===== config.mk =====
export PLATFORM = sky130hd
export DESIGN_NAME = booth_seq_multiplier
export DESIGN_NICKNAME = d
export VERILOG_FILES = /design/src/rtl/booth_seq_multiplier.sv
export SDC_FILE = /design/constraint.sdc
export NUM_CORES = 1
export LEC_CHECK = 0
export CAP_MARGIN = 20
export CELL_PAD_IN_SITES_DETAIL_PLACEMENT = 2
export CELL_PAD_IN_SITES_GLOBAL_PLACEMENT = 2
export CORE_UTILIZATION = 32
export DETAILED_ROUTE_END_ITERATION = 16
export PLACE_DENSITY = 0.81
export RECOVER_POWER = 100
export SETUP_SLACK_MARGIN = 0.15
export SYNTH_ARGS = -nofsm -noshare
export SYNTH_HDL_FRONTEND = slang
export SYNTH_SLANG_ARGS = --single-unit
export TNS_END_PERCENT = 30

===== constraint.sdc =====
create_clock -name clk -period 3.6 [get_ports clk]
set_clock_uncertainty 0.1 [all_clocks]
set_input_delay 0.9 -clock clk [delete_from_list [all_inputs] [get_ports clk]]
set_output_delay 0.9 -clock clk [all_outputs]
set_load 0.05 [all_outputs]

===== src/rtl/booth_seq_multiplier.sv =====
// Iterative radix-2 Booth multiplier: one Booth step per clock, start/done handshake,
// run-time signed/unsigned operands, registered outputs only.
module booth_seq_multiplier #(
  parameter int WIDTH = 8
) (
  input  logic                 clk,
  input  logic                 rst,
  input  logic                 start,
  input  logic                 signed_mode,
  input  logic [WIDTH-1:0]     multiplicand,
  input  logic [WIDTH-1:0]     multiplier,
  output logic                 busy,
  output logic                 done,
  output logic [2*WIDTH-1:0]   product
);

  localparam int E  = WIDTH + 1;
  localparam int CW = $clog2(E + 1);

  typedef enum logic [1:0] {
    IDLE = 2'd0,
    RUN  = 2'd1,
    DONE = 2'd2
  } state_t;

  state_t             state_q, state_d;
  logic [E-1:0]       a_q, a_d;
  logic [E-1:0]       q_q, q_d;
  logic [E-1:0]       m_q, m_d;
  logic               q1_q, q1_d;
  logic [CW-1:0]      cnt_q, cnt_d;
  logic               busy_q, busy_d;
  logic               done_q, done_d;
  logic [2*WIDTH-1:0] product_q, product_d;

  logic [E-1:0]       a_sum_s;
  logic [E-1:0]       a_step_s;
  logic [E-1:0]       q_step_s;
  logic               q1_step_s;
  logic [2*E-1:0]     aq_step_s;
  logic               accept_s;

  // One Booth step: add/subtract M by {Q[0],Q_1}, then arithmetic right shift of {A,Q,Q_1}
  always_comb begin
    a_sum_s = a_q;
    case ({q_q[0], q1_q})
      2'b10:   a_sum_s = a_q - m_q;
      2'b01:   a_sum_s = a_q + m_q;
      default: a_sum_s = a_q;
    endcase
    {a_step_s, q_step_s, q1_step_s} = {a_sum_s[E-1], a_sum_s, q_q};
    aq_step_s = {a_step_s, q_step_s};
  end

  assign accept_s = start && ((state_q == IDLE) || (state_q == DONE));

  // Next-state, datapath and registered-output decode
  always_comb begin
    state_d   = state_q;
    a_d       = a_q;
    q_d       = q_q;
    m_d       = m_q;
    q1_d      = q1_q;
    cnt_d     = cnt_q;
    product_d = product_q;
    case (state_q)
      IDLE, DONE: begin
        if (accept_s) begin
          // Extension bit makes the most-negative operand safe to negate
          state_d = RUN;
          a_d     = {E{1'b0}};
          q_d     = {signed_mode & multiplier[WIDTH-1], multiplier};
          m_d     = {signed_mode & multiplicand[WIDTH-1], multiplicand};
          q1_d    = 1'b0;
          cnt_d   = CW'(E);
        end else begin
          state_d = IDLE;
        end
      end
      RUN: begin
        a_d   = a_step_s;
        q_d   = q_step_s;
        q1_d  = q1_step_s;
        cnt_d = cnt_q - CW'(1);
        if (cnt_q == CW'(1)) begin
          state_d   = DONE;
          product_d = aq_step_s[2*WIDTH-1:0];
        end else begin
          state_d = RUN;
        end
      end
      default: begin
        state_d = IDLE;
        cnt_d   = {CW{1'b0}};
      end
    endcase
    busy_d = (state_d == RUN);
    done_d = (state_d == DONE);
  end

  // State and datapath registers; synchronous reset discards any operation in flight
  always_ff @(posedge clk) begin
    if (rst) begin
      state_q   <= IDLE;
      a_q       <= {E{1'b0}};
      q_q       <= {E{1'b0}};
      m_q       <= {E{1'b0}};
      q1_q      <= 1'b0;
      cnt_q     <= {CW{1'b0}};
      busy_q    <= 1'b0;
      done_q    <= 1'b0;
      product_q <= {2*WIDTH{1'b0}};
    end else begin
      state_q   <= state_d;
      a_q       <= a_d;
      q_q       <= q_d;
      m_q       <= m_d;
      q1_q      <= q1_d;
      cnt_q     <= cnt_d;
      busy_q    <= busy_d;
      done_q    <= done_d;
      product_q <= product_d;
    end
  end

  assign busy    = busy_q;
  assign done    = done_q;
  assign product = product_q;

endmodule


==> out/metrics.cfg <==
[cts]
cts_resized=0
clk_latency_ns=0.31
cts_hold_buf=0
post_cts.repair.setup_buffers=0
cts.sinks=51
cts_tree=done
cts-buffers-inserted=5
cts_root_buf=clkbuf_8
cts_max_level=2
clockBufferDepth=2
clkSlewWorstSetupHoldPaths_ns=0.09

[sta]
max_freq_ghz=0.3300
rsz0062_at_grt=no
hold_viol=0
max_slew.worst_pin.slew_ns=1.023
period_share_pct=84.18
final_max_slew_viol_count=0
setup_tns_ns=0
period_minus_slack_ns=3.030
setup_violations=0
slew-limit-headroom_pct=31.81

[cells_and_area]
num_antenna_cells=0
final_cell_mix=57 x nand2_1, 51 x dfxtp_1, 38 x nor2_1, 35 x a21oi_1, 19 x dlygate4sd3_1
seq_area_mm2=0.001021
multi_input_area_mm2=0.001395
fin_cells=439
syn2layout_area_growth_pct=20.19
num-fill-cells=904
final_area_mm2=0.003039
layout-drive-gt1-share_pct=4.451
fin_nets=369
finalCoreUtilization_pct=39.53
layout_commonest_cell=nand2_1

[global_route]
grt_pass1_wl_um=12640
grtUsageMet1_pct=23.01
track_usage_pct=19.20
grt_max_degree=37
met2_usage_pct=35.16
grt-ovfl-total=0
use_met3_pct=3.367
antenna_found_initial=0
busiest_layer=met2
grt_pass1_vias=2554

[floorplan]
start_util_pct=32.89
num_rows=32
ioPinCount=38
die_area_mm2=0.008262
die_x_um=90.90
core_area_mm2=0.007687
die_y_um=90.90

[yosys]
synth_cell_type_count=40
synth_top_area_cell=dfxtp_1
ys_seq_area_share_pct=40.38
syn_nets=341
netlist_instances=308
synth-edff-count=0
ys_ff_latch=51
ys_warn_count=0
synthFlopType=dfxtp_1
synthArstFlopShare_pct=0
synth.top_cell.area_share_pct=40.38
synth_area_leaders=dfxtp_1 40%, nand2_1 8.5%, a21oi_1 6.9%
synth_area_per_cell_um2=8.210
syn_area_mm2=0.002529

[power]
power_uw=1303
peakVddDrop_uv=177.0
powerDensity_mw_per_mm2=428.6
leakagePower_uw=0.001208

[placement]
place_inst=431
dpl-instance-area_mm2=0.002972
dp_hpwl_um=5345
port_buffers=37
gp_congestion=0.8060

[route]
ant_nets=0
drt-vias-per-instance=5.255
drtIter0Drc=90
wl_per_cell_um=16.62
drcViolationCount=0
num_vias=2307
drt-pass1-iter-count=4
wl_um=7298

[worst_setup_path]
path_cells=inv_1, ha_1, mux2_1, fa_1, a21o_1, a221oi_1, o21ai_0, xnor2_1, o41ai_2
cp.arrival_ns=3.13
worst_setup_path_start_kind=flip-flop
crit_path_max_fanout=8
end_kind=flip-flop
crit_slowest_cell=fa_1
critPathMaxStageDelay_ns=0.46
crit_family=compound AO/OA/AOI/OAI gates
crit_required_ns=3.70
critPathKind=flip-flop to flip-flop
crit_buf_inv=1

[hold_path]
worstHoldPathType=flip-flop to flip-flop

[run_status]
status=complete, no violations

[job]
maxCapViolCount=0

==> synth_stat cells (2+ instances only) <==
cell,instances
a211oi_1,3
xor2_1,6
or3_1,2
dfxtp_1,51
a221oi_1,2
nand2_1,57
nand3_1,5
o21ai_0,4
nor2_1,38
a21o_1,5
a311oi_1,10
ha_1,12
o22ai_1,3
mux2i_1,6
a21oi_1,35
buf_2,7
nor2b_1,3
xnor2_1,6
o41ai_1,2
nor3_1,8
nand2b_1,4
inv_1,5
clkbuf_1,14
a22oi_1,4
==> worst reg2reg max path: stages (launching register included) <==
cell and delay, ns:
dfxtp_1 0.35, inv_1 0.06, ha_1 0.35, mux2_1 0.42, fa_1 0.46, a21o_1 0.20, a221oi_1 0.38, o21ai_0 0.22
xnor2_1 0.18, o41ai_2 0.20
==> worst paths after layout <==
path / slack (ns) / depth (start not counted) / end / from
worst max-delay path: 0.57 / 9 / a_q[7] / q_q[0]
worst min-delay path: 0.36 / 2 / product[2] / product[2]
worst max register to register: 0.57 / 9 / a_q[7] / q_q[0]
worst min register to register: 0.36 / 2 / product[2] / product[2]
==> final cells by class <==
| class | count | share of cell area, % |
|---|---|---|
| multi-input cells | 231 | 45.90 |
| flip-flops and latches | 51 | 33.59 |
| repair buffers | 42 | 12.89 |
| well taps | 102 | 4.199 |
| clock buffers | 6 | 2.388 |
| inverters | 5 | 0.6175 |
| clock inverters | 2 | 0.4117 |
==> routing by layer <==
metal	part of all wire, %	vias up	wire length (um)
met1	45	1145	3263
met5	0	-	0
met4	1.2	0	87
met3	2.7	6	199
met2	51	29	3748
li1	-	1127	-
==> report_power, final <==
group / switching (uW) / internal (uW) / leakage, uW
clock network: 197 / 136 / 0.0000412
logic: 207 / 133 / 0.000751
registers: 31.9 / 598 / 0.000416
==> through the flow <==
step	worst slack, ns	hold slack (ns)
2_1_floorplan	1.000	0.3452
3_3_place_gp	0.8077	0.3443
3_5_place_dp	0.7191	0.3548
4_1_cts	0.6992	0.3698
5_1_grt	0.3531	0.3974
6_report	0.5697	0.3597
==> logic make-up after synthesis <==
group                    after synthesis  share of synthesized area, %
AND/OR/NAND/NOR                      122                         20.88
AO/OA/AOI/OAI                         76                         20.19
flip-flops                            51                         40.38
buffers and inverters                 26                         4.206
XOR/XNOR                              13                         4.800
adder cells (fa/ha/maj)               13                         6.729
multiplexers                           7                         2.820
==> state kept, by name, summed over array words and instances, names as in the netlist <==
register  flops
done          1
state_q       2
product      16
a_q           8
busy          1
m_q           9
cnt_q         4
q1_q          1
q_q           9
No activity file was read; power rests on OpenSTA's default activity.
